<file path="config.mk">
export PLATFORM = sky130hd
export DESIGN_NAME = dino_game_ctrl_flat
export DESIGN_NICKNAME = d
export VERILOG_FILES = /design/src/rtl/dino_game_ctrl_if.sv /design/src/rtl/dino_game_ctrl.sv /design/src/flat_wrapper.sv
export SDC_FILE = /design/constraint.sdc
export NUM_CORES = 1
export LEC_CHECK = 0
export ABC_CLOCK_PERIOD_IN_PS = 2000
export CORE_MARGIN = 2
export CORE_UTILIZATION = 47
export DETAILED_ROUTE_END_ITERATION = 6
export GPL_ROUTABILITY_DRIVEN = 0
export PLACE_DENSITY = 0.88
export SYNTH_ARGS = -nofsm -noshare
export SYNTH_HDL_FRONTEND = slang
export SYNTH_SLANG_ARGS = --single-unit
</file>
<file path="constraint.sdc">
create_clock -name clk -period 2 [get_ports clk]
set_input_delay 0.6 -clock clk [delete_from_list [all_inputs] [get_ports clk]]
set_output_delay 0.6 -clock clk [all_outputs]
set_load 0.005 [all_outputs]
</file>
<file path="src/rtl/dino_game_ctrl_if.sv">
// Bundle between the game controller, its buttons, the dino movement block and the display.
// Latency: wires only; the controller drives the outputs combinationally from its registered state.
// Backpressure: none; every signal is a level sampled or driven each clock.
interface dino_game_ctrl_if #(
  parameter int SCORE_W = 8
);
  logic               start_button;
  logic               jump_button;
  logic               dino_row;
  logic               dino_hold;
  logic               jump_req;
  logic [15:0]        grid;
  logic [SCORE_W-1:0] score;
  logic               game_over;

  // Environment side: buttons and movement block drive, display consumes.
  modport master (
    output start_button, jump_button, dino_row,
    input  dino_hold, jump_req, grid, score, game_over
  );

  // Controller side.
  modport slave (
    input  start_button, jump_button, dino_row,
    output dino_hold, jump_req, grid, score, game_over
  );
endinterface

</file>
<file path="src/rtl/dino_game_ctrl.sv">
// Dino game controller: IDLE/RUN/OVER FSM, scrolling obstacle lane, collision detect, score.
// Latency: one lane step every TICK_DIV cycles; game_over rises the cycle after a collision.
// Backpressure: none; optional macro DINO_SPEEDUP_EN shortens the step period as score grows.
module dino_game_ctrl #(
  parameter int         TICK_DIV      = 4,
  parameter int         SCORE_W       = 8,
  parameter logic [7:0] LFSR_SEED     = 8'hA5,
  parameter int         SPAWN_GAP_MIN = 3
) (
  input logic             clk,
  input logic             reset,
  dino_game_ctrl_if.slave bus
);

  localparam int TW = $clog2(TICK_DIV + 1);
  localparam int GW = (SPAWN_GAP_MIN < 1) ? 1 : $clog2(SPAWN_GAP_MIN + 1);
  localparam logic [TW-1:0] DIV_INIT  = TW'(TICK_DIV);
  localparam logic [GW-1:0] GAP_MIN   = GW'(SPAWN_GAP_MIN);
  // Galois right-shift taps for x^8+x^6+x^5+x^4+1.
  localparam logic [7:0]    LFSR_TAPS = 8'hB8;

  typedef enum logic [1:0] {
    IDLE = 2'd0,
    RUN  = 2'd1,
    OVER = 2'd2
  } state_t;

  state_t             state_q, state_d;
  logic [7:0]         obs_q, obs_d;
  logic [SCORE_W-1:0] score_q, score_d;
  logic [TW-1:0]      tick_q, tick_d;
  logic [TW-1:0]      div_cur;
  logic [GW-1:0]      gap_q, gap_d;
  logic [7:0]         lfsr_q, lfsr_d;
  logic               start_q;
  logic               start_rise;
  logic               collide;
  logic               step;
  logic               spawn;

`ifdef DINO_SPEEDUP_EN
  logic [TW-1:0]      div_q, div_d;
  assign div_cur = div_q;
`else
  assign div_cur = DIV_INIT;
`endif

  assign start_rise = bus.start_button & ~start_q;
  // An obstacle in column 0 only hurts a grounded dino.
  assign collide    = (state_q == RUN) & obs_q[7] & ~bus.dino_row;
  assign step       = (state_q == RUN) & (tick_q == div_cur - 1'b1);
  assign spawn      = lfsr_q[0] & (gap_q >= GAP_MIN);

  // Game state registers; reset forces the idle picture without waiting for a clock.
  always_ff @(posedge clk or posedge reset) begin
    if (reset) begin
      state_q <= IDLE;
      obs_q   <= '0;
      score_q <= '0;
      tick_q  <= '0;
      gap_q   <= GAP_MIN;
      lfsr_q  <= LFSR_SEED;
      start_q <= 1'b0;
`ifdef DINO_SPEEDUP_EN
      div_q   <= DIV_INIT;
`endif
    end else begin
      state_q <= state_d;
      obs_q   <= obs_d;
      score_q <= score_d;
      tick_q  <= tick_d;
      gap_q   <= gap_d;
      lfsr_q  <= lfsr_d;
      start_q <= bus.start_button;
`ifdef DINO_SPEEDUP_EN
      div_q   <= div_d;
`endif
    end
  end

  // Next-state: lane scroll, spawning, scoring and game start/stop.
  always_comb begin
    state_d = state_q;
    obs_d   = obs_q;
    score_d = score_q;
    tick_d  = tick_q;
    gap_d   = gap_q;
    lfsr_d  = lfsr_q;
`ifdef DINO_SPEEDUP_EN
    div_d   = div_q;
`endif
    case (state_q)
      IDLE: obs_d = '0;
      RUN: begin
        tick_d = step ? '0 : tick_q + 1'b1;
        if (collide) begin
          // Freeze everything at the moment of impact; a coincident step is dropped.
          state_d = OVER;
        end else if (step) begin
          obs_d  = {obs_q[6:0], spawn};
          gap_d  = spawn ? '0 : ((gap_q >= GAP_MIN) ? GAP_MIN : gap_q + 1'b1);
          lfsr_d = {1'b0, lfsr_q[7:1]} ^ (lfsr_q[0] ? LFSR_TAPS : 8'h00);
          // Obstacle leaving column 0 while the dino is airborne counts as cleared.
          if (obs_q[7] && (score_q != '1)) begin
            score_d = score_q + 1'b1;
`ifdef DINO_SPEEDUP_EN
            if ((score_q[2:0] == 3'b111) && (div_q > TW'(2)))
              div_d = div_q - 1'b1;
`endif
          end
        end
      end
      OVER: ;
      default: state_d = IDLE;
    endcase

    // A fresh start from IDLE or OVER restarts the game from a clean slate.
    if ((state_q != RUN) && start_rise) begin
      state_d = RUN;
      obs_d   = '0;
      score_d = '0;
      tick_d  = '0;
      gap_d   = '0;
      lfsr_d  = LFSR_SEED;
`ifdef DINO_SPEEDUP_EN
      div_d   = DIV_INIT;
`endif
    end
  end

  logic [15:0] grid_c;
  logic        hold_c;
  logic        jreq_c;
  logic        over_c;

  // Display image and per-state controls toward the movement block.
  always_comb begin
    hold_c = 1'b0;
    jreq_c = 1'b0;
    over_c = 1'b0;
    grid_c = {(bus.dino_row ? 8'h80 : 8'h00), (obs_q | (bus.dino_row ? 8'h00 : 8'h80))};
    case (state_q)
      IDLE: begin
        hold_c = 1'b1;
        grid_c = 16'h0080;
      end
      RUN:  jreq_c = bus.jump_button;
      OVER: over_c = 1'b1;
      default: begin
        hold_c = 1'b1;
        grid_c = 16'h0080;
      end
    endcase
  end

  assign bus.grid      = grid_c;
  assign bus.score     = score_q;
  assign bus.game_over = over_c;
  assign bus.dino_hold = hold_c;
  assign bus.jump_req  = jreq_c;

endmodule
</file>
<file path="src/flat_wrapper.sv">
// flat-port wrapper written by rule: the top's interface ports become plain ports
module dino_game_ctrl_flat 
#(
  parameter int         TICK_DIV      = 4,
  parameter int         SCORE_W       = 8,
  parameter logic [7:0] LFSR_SEED     = 8'hA5,
  parameter int         SPAWN_GAP_MIN = 3
)
  (clk, reset, bus_start_button, bus_jump_button, bus_dino_row, bus_dino_hold, bus_jump_req, bus_grid, bus_score, bus_game_over);
  dino_game_ctrl_if #(.SCORE_W(SCORE_W)) bus_i ();
  input logic clk;
  input logic reset;
  input wire logic [$bits(bus_i.start_button)-1:0] bus_start_button;
  input wire logic [$bits(bus_i.jump_button)-1:0] bus_jump_button;
  input wire logic [$bits(bus_i.dino_row)-1:0] bus_dino_row;
  output wire logic [$bits(bus_i.dino_hold)-1:0] bus_dino_hold;
  output wire logic [$bits(bus_i.jump_req)-1:0] bus_jump_req;
  output wire logic [$bits(bus_i.grid)-1:0] bus_grid;
  output wire logic [$bits(bus_i.score)-1:0] bus_score;
  output wire logic [$bits(bus_i.game_over)-1:0] bus_game_over;
  assign bus_i.start_button = bus_start_button;
  assign bus_i.jump_button = bus_jump_button;
  assign bus_i.dino_row = bus_dino_row;
  assign bus_dino_hold = bus_i.dino_hold;
  assign bus_jump_req = bus_i.jump_req;
  assign bus_grid = bus_i.grid;
  assign bus_score = bus_i.score;
  assign bus_game_over = bus_i.game_over;
  dino_game_ctrl #(.TICK_DIV(TICK_DIV), .SCORE_W(SCORE_W), .LFSR_SEED(LFSR_SEED), .SPAWN_GAP_MIN(SPAWN_GAP_MIN)) u_core (.clk(clk), .reset(reset), .bus(bus_i));
endmodule
</file>
; ---- Yosys cells after proc, flatten, opt, wreduce, memory -nomap -nowiden
; Cells that the tools add are included.
[totals]
input_bits = 5
regBits = 32
output_inout_bits = 27
[op_classes]
add_sub_neg = 3
eq_ne = 10
n_reduce_logical = 13
muxes = 32
n_bitwise = 9
magnitude_cmp = 1
[ops]
columns = cell, n
row1 = two-way mux 8 bit, 15
row2 = two-way mux 16 bit, 1
row3 = two-way mux 2 bit, 8
row4 = case mux 8 bit (2 select lines), 1
row5 = two-way mux 3 bit, 3
row6 = "adder 8 x 1 -> 8 bit, second input constant", 1
row7 = "inequality test 8 bit, second input constant", 1
row8 = bitwise OR 8 bit, 1
row9 = bitwise XOR 7 x 8 -> 8 bit, 1
row10 = "inequality test 3 x 2 -> 1 bit, second input constant", 2
row11 = AND reduction 3 bit, 2
row12 = nonzero test 2 bit, 3
row13 = AND 1 bit, 5
row14 = "inequality test 2 x 1 -> 1 bit, second input constant", 2
row15 = case mux 2 bit (2 select lines), 1
row16 = AND reduction 4 bit, 1
row17 = OR reduction 2 bit, 2
row18 = "adder 3 x 1 -> 3 bit, second input constant", 1
row19 = "== test 3 x 2 -> 1 bit, second input constant", 1
row20 = two-way mux 1 bit, 3
row21 = "inequality test 3 bit, second input constant", 1
row22 = nonzero test 3 bit, 1
row23 = "adder 2 x 1 -> 2 bit, second input constant", 1
row24 = "== test 2 x 1 -> 1 bit, second input constant", 1
row25 = other kinds (7), 9

; ---- Longest topological paths before layout
; Gate-level depths: netlist (run 1).
[logic_depth]
ltp_word = 7
depth_mapped = 9
depth_no_buf = 6

; ---- Worst setup path after synthesis (run 1)
; No wires, ideal clock.
[synth_path]
path_type = reg2reg
start = register u_core.state_q[1]
end = register u_core.score_q[5] (netlist: u_core.bus.score[5])
path_slack_ns = 0.125
t_required_ns = 1.905
path_stages_with_launch = 10
arrival_time_ns = 1.780
synth_period_minus_slack_ns = 1.875
cell_sequence = dfrtp_1 > inv_1 > ha_1 > buf_4 > and3b_1 > buf_6 > o211ai_4 > buf_6 > or4_1 > o31ai_1
[synth_between]
elab_chain_cells = 5
[synth_lines]
columns = item, line_no
row1 = start: declaration, dino_game_ctrl.sv:28  ; state_t state_q, state_d;
row2 = start signal: assignment, dino_game_ctrl.sv:68  ; state_q <= state_d;
row3 = == test 2 x 1 -> 1 bit, "dino_game_ctrl.sv:50, dino_game_ctrl.sv:51, dino_game_ctrl.sv:92"
row4 = AND 1 bit (2 in a row), dino_game_ctrl.sv:50  ; assign collide = (state_q == RUN) & obs_q[7] & ~bus.dino_row;
row5 = inequality test 2 bit (no source line), n/a
row6 = AND reduction 4 bit (no source line), n/a
row7 = end signal: assignment, dino_game_ctrl.sv:70  ; score_q <= score_d;
row8 = end: declaration, dino_game_ctrl.sv:30  ; logic [SCORE_W-1:0] score_q, score_d;
; Several ways; a longest one is shown, not always the timed one.
; A chain may end at the register's enable or synchronous reset.

; ---- Final worst setup path (run 1)
[layout_path]
start = register u_core.state_q[1]
end = output bus_grid[3]
[layout_between]
elab_chain_cells = 3
[layout_lines]
columns = item, line_no
row1 = == test 2 bit / == test 2 x 1 -> 1 bit (equally long branches), dino_game_ctrl.sv:142  ; case (state_q)
row2 = OR reduction 2 bit (no source line) *, n/a
row3 = two-way mux 16 bit *, dino_game_ctrl.sv:142
row4 = end: declaration, flat_wrapper.sv:18  ; output wire logic [$bits(bus_i.grid)-1:0] bus_grid;
; Mark *: on every way between the ends. The rest lies on a longest branch, timed or not.

==> results of run 1 <==
-- registers in the layout, summed over array words and instances (netlist names) --
signal	count
u_core.bus.score	8
u_core.gap_q	2
u_core.lfsr_q	8
u_core.obs_q	8
u_core.start_q	1
u_core.state_q	2
u_core.tick_q	3
-- worst max-delay path by stage --
| stage | to | cells past startpoint | slack (ps) |
|---|---|---|---|
| after floorplan | u_core.bus.score[5] | 9 | 120 |
| after global placement | bus_grid[7] | 4 | -330 |
| after detailed placement | bus_grid[7] | 4 | -350 |
| after CTS | bus_grid[0] | 6 | -80 |
| after global routing | bus_grid[3] | 6 | -80 |
| final | bus_grid[3] | 6 | -20 |
-- per-stage QoR --
step	TNS, ps	utilization, %	cell area (um2)
floorplan	0	-	1760
global placement	-6080	60.1	2170
detailed placement	-6800	60.1	2170
CTS	-465	64.6	2330
global route	-270	66.6	2400
finish	-24.6	66.6	2400
-- kinds of logic after synthesis --
logic type      share of synthesized area, %
simple gates                            16.6
compound gates                          22.0
flops                                   46.5
buf+inv                                 8.28
fa+ha+maj                               4.32
xor+xnor                                1.51
other cells                            0.216
mux                                    0.648
-- layout by cell type (no fill, tap or decap), drive strengths merged, types with 4 or more instances in the layout --
cell           netlist  final
o21ai                6      6
clkdlybuf4s50        0     10
a22o                 7      7
o211ai               4      4
conb                 1      7
nand2                7      7
dfrtp               26     26
inv                 11     11
a32o                 4      4
nand3                4      4
o22a                 4      4
dfstp                6      6
nor2                 5      5
o31ai                4      4
clkbuf               4      9
ha                   6      6
buf                 11     45
and2                12     12
-- power groups by stage --
stage	Clock, W	Sequential (W)	Combinational, W
finish	0.000507	0.000949	0.00112
global route	0.000557	0.000973	0.00123
CTS	0.000518	0.000945	0.00107
detailed placement	0	0.000952	0.000892
global placement	0	0.000946	0.000861
floorplan	0	0.000909	0.000564
-- timing repair --
| item | CTS | global route |
|---|---|---|
| endpoints found under the setup margin | 30 | 24 |
| cloned | 0 | 0 |
| hold buffers | 0 | 0 |
| resized for setup | 64 | 16 |
| pin swaps | 6 | 5 |
| buffers inserted | 6 | 3 |
-- layout make-up --
cell class	instances	share of cell area, %
inverters	11	1.72
well taps	48	2.50
repair buffers	60	20.8
flip-flops and latches	32	33.7
clock buffers	8	3.75
multi-input cells	112	37.5
-- metal layers --
layer,global-route usage (%),vias up,routed length [um]
met5,0,-,0
met4,10.1,0,75
met3,5.90,6,147
met2,36.1,34,2140
met1,25.7,754,1810
li1,-,704,-
==> summary.md, run 1 <==
| Metric | Value |
|---|---|
| Cell Rows | 22 |
| Sink Count | 32 |
| Crit path launch | u_core.state_q[1] |
| Worst Hold Depth | 1 |
| Fill cells | 267 |
| Reg2reg setup slack | around 60 ps |
| Max-slew violation count | 0 |
| Switch Pwr | 0.000856 W |
| DR pass1 iterations | 4 |
| Mean Syn Cell Area | ~11 um2 |
| Largest net degree at the start of global routing | 33 |
| Leading register cell type out of synthesis | dfrtp_1 |
| Initial antenna violation count | 0 |
| Overall die width | between 60 and 70 um |
| Yosys warning count | 0 |
| Aggregate global-route resource usage | a little over a fifth |
| RR Startpoint | u_core.state_q[1] |
| Mapped Area | around 0.0017 mm2 |
| Failing checks | setup timing |
| Worst-case reg-to-reg path depth | 8 |
| Top-count cell post-synth | dfrtp_1 |
| Hold Worst Slack | about 490 ps |
| Initial Util | 48.2% |
| Antenna Nets Post-Route | 0 |
| Port bufs | 24 |
| Clock H-tree levels | 2 |
| First-pass GRT wire length | around 6.8 mm |
| CP delay by family, top | buffers and inverters |
| Worst Path Required | 1400 ps |
| Worst Skew | roughly 6.3 ps |
| Core area | roughly 0.0036 mm2 |
| Clk slew on worst S/H paths | 60 ps |
| Share of the synthesized area in the top cell type | 37.4% |
| Critical Path End Type | primary output |
| Worst EP arrival | about 1400 ps |
| Sequential share of the synthesized area | ~47% |
| DRC | 0 |
| Setup WS post-layout | -24.6 ps |
| Starting DRT DRC Count | 61 |
| TritonCTS clock tree | built |
| Comb power frac | ~44% |
| Post-Place Worst Slack | -346 ps |
| Main area contributors after synthesis | dfrtp_1, dfstp_2, ha_1, and2_1, a22o_1 |
| DP HPWL | between 2 and 3 mm |
| Hold path endpoint | u_core.tick_q[2] |
| Tmin final | around 2000 ps |
| Number of synthesized register bits | 32 |
| Flop pwr share | 36.9% |
| Yosys cell types | 48 |
| Switching Fraction | between 30% and 40% |
| Grt ovf | 0 |
| Tcrit/Tclk final | 101% |
| Syn-to-layout area delta | 38.1% |
| Startpoint types | flop |
| Ys async rst share | 100% |
| I/O pins | 32 |
| Maximum clock rate | a little under 500 MHz |
| Internal power | ~0.0017 W |
| Setup CP Type | reg -> out |
| Critical path, cell by cell | inv_2 -> ha_4 -> buf_6 -> buf_6 -> and2_4 -> buf_6 |
| Critical path's largest stage delay | a little under 400 ps |
| Die height | around 65 um |
| Clock tree buffer depth | 2 |
| Worst-path maximum fanout | 3 |
| Synth area leader | dfrtp_1 |
| Total Routed Length | between 4 and 5 mm |
| Die Area | ~0.0042 mm2 |
| Fraction of layout cells with a size suffix above 1 | between 30% and 40% |
| Number of max-cap violations | 0 |
| Clock Power Share | 19.7% |
| Worst Hold Class | reg -> reg |
| Synthesized instance count | 164 |
| Avg Vias per Cell | 5.53 |
| Hold path startpoint | u_core.tick_q[2] |
| Leakage | roughly 1.1 nW |
| Total CTS buffers | 5 |
| VDD IR max | around 0.75 mV |
| Layout Cells excl Fill | between 200 and 300 |
| Placed cell count | 255 |
| Avg WL per Cell | between 15 and 20 um |
| Post-synth EDFFs | 0 |
| Nets | between 200 and 250 |
| Clock latency on the worst-skew pair | approximately 280 ps |
| Vias in the first global route | around 1500 |
| Most frequent cell on the critical path | buf_6 |
| P per Cell Area | approximately 1100 mW/mm2 |
| Critical R2R Capture | u_core.bus.score[4] |
| Final Power | approximately 0.0026 W |
| Multi-input logic area | ~900 um2 |
| Final setup viols | 1 |
| Status | finished, violations left |
| FF+latch area | between 800 and 900 um2 |
| Slowest-stage cell, CP | dfrtp_1 |
| Clk root buf | clkbuf_8 |
| Final hold violation count | 0 |
| WP buf/inv | 4 |
| Antenna fix cells | 0 |
| Unrepaired setup endpoints after global routing | true |
| Vias | roughly 1500 |
| Top post-synthesis cells by count | dfrtp_1, and2_1, inv_1, buf_4 |
Power figures use the tool's default switching activity.
==> inputs of run 2 (changes only) <==
--- a/config.mk
+++ b/config.mk
@@ -11,6 +11,7 @@
 export DETAILED_ROUTE_END_ITERATION = 6
 export GPL_ROUTABILITY_DRIVEN = 0
 export PLACE_DENSITY = 0.88
+export SETUP_SLACK_MARGIN = 0.5
 export SYNTH_ARGS = -nofsm -noshare
 export SYNTH_HDL_FRONTEND = slang
 export SYNTH_SLANG_ARGS = --single-unit
==> run 2 against run 1 <==
  * The flow still finishes with violations (setup timing)
  * Clock power up 4%
  * Fmax down 1.0%
  * Via count up 17%
==> summary.md, run 2 (synthesis gave the netlist of run 1 again) <==
| Metric | Value |
|---|---|
| Clock tree buffer depth | 2 |
| Met2 global-route usage | 45.4% |
| Antenna Nets Post-Route | 0 |
| CP delay by family, top | flip-flops |
| Critical path, cell by cell | inv_2 -> ha_4 -> buf_6 -> and2_4 -> nand2b_1 -> buf_2 |
| Setup WS post-layout | -45.6 ps |
| Total CTS buffers | 5 |
| Starting DRT DRC Count | 86 |
| Fill cells | 230 |
| Clock latency on the worst-skew pair | 290 ps |
| P per Cell Area | about 1100 mW/mm2 |
| Worst EP arrival | ~1500 ps |
| Core area | 0.00361 mm2 |
| Slowest-stage cell, CP | dfrtp_1 |
| Cell Rows | 22 |
| Hold path endpoint | u_core.tick_q[1] |
| Clock H-tree levels | 2 |
| DR pass1 iterations | 4 |
| GRT met1 Usage | between 30% and 40% |
| DP HPWL | about 2.7 mm |
| Largest net degree at the start of global routing | 33 |
| Maximum clock rate | between 400 and 500 MHz |
| Hold path startpoint | u_core.tick_q[1] |
| Worst-case reg-to-reg path depth | 9 |
| Layout Cells excl Fill | slightly below 300 |
| Clk root buf | clkbuf_8 |
| Max-slew violation count | 0 |
| Antenna fix cells | 0 |
| Commonest non-fill, non-tap cell in the layout | buf_4 |
| Tmin final | just over 2000 ps |
| Syn-to-layout area delta | 55.0% |
| Grt ovf | 0 |
| Clk slew on worst S/H paths | 70 ps |
| GRT Max-Usage Layer | met2 |
| Worst Hold Depth | 1 |
| Post-Place Worst Slack | -356 ps |
| Final setup viols | 8 |
| Initial antenna violation count | 0 |
| Port bufs | 24 |
| VDD IR max | 0.788 mV |
| Status | finished, violations left |
| Leakage | 1.21 nW |
| Layout Utilization | between 70% and 80% |
| Number of max-cap violations | 0 |
| WP buf/inv | 3 |
| Area post-placement | 0.00219 mm2 |
| Startpoint types | flop |
| Critical path's largest stage delay | approximately 380 ps |
| DRC | 0 |
| Critical Path End Type | primary output |
| FF+latch area | between 800 and 900 um2 |
| Aggregate global-route resource usage | 26.9% |
| Sink Count | 32 |
| Overall die width | about 65 um |
| Unrepaired setup endpoints after global routing | true |
| Total Routed Length | 5.75 mm |
| First-pass GRT wire length | 8.43 mm |
| Failing checks | setup timing |
| Reg2reg setup slack | -20 ps |
| Initial Util | roughly 48% |
| Worst Skew | 3.31 ps |
| Tcrit/Tclk final | 102% |
| Hold Worst Slack | between 500 and 600 ps |
| I/O pins | 32 |
| Multi-input logic area | approximately 0.0011 mm2 |
| Final hold violation count | 0 |
| Avg Vias per Cell | 6.00 |
| Die Area | 0.00420 mm2 |
| Post-route cell area | around 0.0027 mm2 |
| Vias | 1747 |
| Worst-path maximum fanout | 4 |
| Placed cell count | around 260 |
| TritonCTS clock tree | built |
| M3 GR Usage | between 5 and 6% |
| Worst Hold Class | reg -> reg |
| Critical R2R Capture | u_core.obs_q[5] |
| Most frequent cells in the layout | buf_4, dfrtp_1, buf_6 |
| Die height | ~65 um |
| Avg WL per Cell | between 15 and 20 um |
| RR Startpoint | u_core.state_q[0] |
| Fraction of layout cells with a size suffix above 1 | roughly 53% |
| Setup CP Type | reg -> out |
| Nets | 253 |
| Worst Path Required | around 1400 ps |
| Vias in the first global route | 1719 |
[run 2: worst max-delay path by stage]
stage                       from             endpoint  slack (ps)  depth (start not counted)
2_1_floorplan  u_core.state_q[1]  u_core.bus.score[6]         220                          9
3_5_place_dp        bus_dino_row          bus_grid[7]        -360                          4
6_report       u_core.state_q[1]          bus_grid[7]         -50                          6
4_1_cts        u_core.state_q[1]          bus_grid[7]         -20                          6
3_3_place_gp        bus_dino_row          bus_grid[7]        -330                          4
5_1_grt        u_core.state_q[1]  u_core.bus.score[1]        -110                         10
[run 2: final cells by class]
class	instances	area share (%)
Multi-Input combinational cell	113	39.0
Tap cell	48	2.23
Timing Repair Buffer	79	23.7
Clock inverter	1	0.279
Inverter	11	1.53
Clock buffer	7	3.20
Sequential cell	32	30.0
[run 2: repair_timing]
item,in CTS,in global routing
hold buffers,0,0
buffers inserted,20,6
gates resized for setup,109,33
setup endpoints to repair,51,47
gates cloned,1,1
pin swaps,18,10
[run 2: power by group]
group          internal, W  switching [W]
registers         0.000828       0.000143
clock network     0.000279       0.000247
logic             0.000707       0.000679
[run 2: metrics by stage]
step | total power [W] | setup TNS (ps)
CTS | 0.00264 | -18.1
global route | 0.00302 | -1500
detailed placement | 0.00185 | -6280
global placement | 0.00181 | -5110
floorplan | 0.00150 | 0
finish | 0.00288 | -134
[run 2: routing by layer]
metal / part of all wire [%] / wire (um) / vias to the layer above
met4: 3.9 / 227 / 0
met3: 6.3 / 362 / 27
met1: 41 / 2340 / 864
met5: 0 / 0 / -
li1: - / - / 751
met2: 49 / 2820 / 105
==> inputs of run 3 (changes only) <==
--- a/config.mk
+++ b/config.mk
@@ -6,11 +6,11 @@
 export NUM_CORES = 1
 export LEC_CHECK = 0
 export ABC_CLOCK_PERIOD_IN_PS = 2000
-export CORE_MARGIN = 2
-export CORE_UTILIZATION = 47
+export CORE_UTILIZATION = 56
 export DETAILED_ROUTE_END_ITERATION = 6
+export DONT_BUFFER_PORTS = 1
 export GPL_ROUTABILITY_DRIVEN = 0
-export PLACE_DENSITY = 0.88
+export PLACE_DENSITY = 0.86
 export SETUP_SLACK_MARGIN = 0.5
 export SYNTH_ARGS = -nofsm -noshare
 export SYNTH_HDL_FRONTEND = slang
==> run 3 against run 2 <==
  * Setup slack better by 39 ps
  * Core utilization up 12 points
  * The run ends with DRC, setup timing left
  * Via count down 6.6%
  * Clock skew up 15 ps
  * Combinational power up 5%
  * Flip-flop and latch count unchanged
  * Largest cell class unchanged
  * Clock power up 2%
  * Hold slack worse by 320 ps
  * Critical endpoint is now u_core.obs_q[1]
  * Total power up 4.1%
  * Global-route usage up 5.7 points
  * Count of clock-buffer cells in the layout down 2
==> summary.md, run 3 (synthesis gave the netlist of run 1 again) <==
| Metric | Value |
|---|---|
| Status | finished, violations left |
| Failing checks | DRC, setup timing |
| Startpoint types | flop |
| Core area | 0.00285 mm2 |
| Overall die width | ~58 um |
| Post-Route Setup TNS | -6.61 ps |
| Die Area | 0.00333 mm2 |
| Port bufs | 0 |
| DRC | 4 |
| Final hold violation count | 0 |
| I/O pins | 32 |
| GRT met1 Usage | a little under two fifths |
| Maximum clock rate | around 500 MHz |
| Worst EP arrival | ~2300 ps |
| Total CTS buffers | 5 |
| Critical Path End Type | flop |
| Met2 global-route usage | 55.0% |
| Critical path, cell by cell | buf_4 -> buf_6 -> ha_4 -> and3b_2 -> buf_6 -> a221oi_4 -> buf_6 -> a22o_1 |
| P per Cell Area | about 1200 mW/mm2 |
| Worst-path maximum fanout | 5 |
| Initial antenna violation count | 0 |
| Vias in the first global route | roughly 1600 |
| Setup WS post-layout | -6.61 ps |
| M3 GR Usage | roughly a tenth |
| Initial Util | roughly three fifths |
| Vias | ~1600 |
| Worst Hold Class | in -> async |
| TritonCTS clock tree | built |
| VDD IR max | 1.28 mV |
| GRT Max-Usage Layer | met2 |
| Avg WL per Cell | between 20 and 25 um |
| Clock H-tree levels | 2 |
| Max-slew violation count | 0 |
| DP HPWL | around 2.4 mm |
| DR pass1 iterations | 6 |
| Syn-to-layout area delta | 42.0% |
| Clk slew on worst S/H paths | 130 ps |
| Unrepaired setup endpoints after global routing | true |
| Post-route cell area | ~0.0025 mm2 |
| Die height | ~58 um |
| Aggregate global-route resource usage | about a third |
| Worst Skew | ~19 ps |
| First-pass GRT wire length | about 7.8 mm |
| Nets | 220 |
| Tcrit/Tclk final | 100% |
| Clk root buf | clkbuf_4 |
| Worst Path Required | around 2300 ps |
| Commonest non-fill, non-tap cell in the layout | buf_4 |
| Area post-placement | 0.00177 mm2 |
| Leakage | around 1.1 nW |
| Most frequent cell on the critical path | buf_6 |
| Number of max-cap violations | 0 |
| Fraction of layout cells with a size suffix above 1 | about 54% |
| Total Routed Length | 6.02 mm |
| Setup CP Type | reg -> reg |
| Clock tree buffer depth | 2 |
| Cell Rows | 19 |
| Avg Vias per Cell | 6.77 |
| Antenna Nets Post-Route | 0 |
| Starting DRT DRC Count | about 140 |
| Most frequent cells in the layout | buf_4, dfrtp_1, buf_6 |
| Critical path's largest stage delay | about 420 ps |
| Tmin final | about 2000 ps |
| Sink Count | 32 |
| Clock latency on the worst-skew pair | 370 ps |
| Slowest-stage cell, CP | dfrtp_1 |
| Antenna fix cells | 0 |
| Largest net degree at the start of global routing | 33 |
| Final setup viols | 1 |
| Grt ovf | 0 |
## run 3: per-layer routing
layer | share of wire, % | routed length [um]
met5 | 0 | 0
met4 | 5.6 | 340
met3 | 6.1 | 370
met2 | 51 | 3050
met1 | 37 | 2260
## run 3: final timing paths
kind,start,endpoint,slack (ps),depth (start not counted)
max,u_core.state_q[0],u_core.obs_q[1],-7,8
min,reset,u_core.obs_q[0],190,2
max reg2reg,u_core.state_q[0],u_core.obs_q[1],-7,8
min reg2reg,u_core.lfsr_q[7],u_core.lfsr_q[7],560,1
max in group asynchronous,reset,u_core.gap_q[0],1470,2
min in group clk,bus_start_button,u_core.start_q,240,0
## run 3: timing repair
item | CTS | global route
setup endpoints to repair | 42 | 43
hold buffers | 0 | 0
endpoints found under the hold margin | 0 | 0
setup buffers | 28 | 9
pin swaps | 15 | 13
cloned | 2 | 1
resized for setup | 41 | 36
## run 3: worst max-delay path, delay by kind of cell (launching register included)
kind	cells	cell delay, ps
fa+ha+maj	1	180
buf+inv	4	560
compound gates	2	500
simple gates	1	270
flops	1	420
## run 3: cell type report
cell class	instances	area [um2]
multi-input combinational	113	1080
sequential	32	812
timing repair buffer	46	419
fill	133	384
clock inverter	3	42.5
inverter	11	41.3
tap	31	38.8
clock buffer	5	37.5
## run 3: power breakdown
group          total (W)  internal, W  leakage, nW  switching, W
Clock           0.000536     0.000260       0.0412      0.000276
Sequential       0.00100     0.000828        0.411      0.000175
Combinational    0.00146     0.000766        0.605      0.000695
## run 3: stage by stage
step	worst slack, ps	instances	util (%)	total power [W]	hold WS [ps]
5_1_grt	-51.4	241	86.5	0.00309	213
3_3_place_gp	141	193	61.9	0.00161	478
3_5_place_dp	16.1	193	61.9	0.00166	487
2_1_floorplan	217	170	-	0.00150	457
6_report	-6.61	241	86.5	0.00300	186
4_1_cts	82.1	231	78.8	0.00256	214
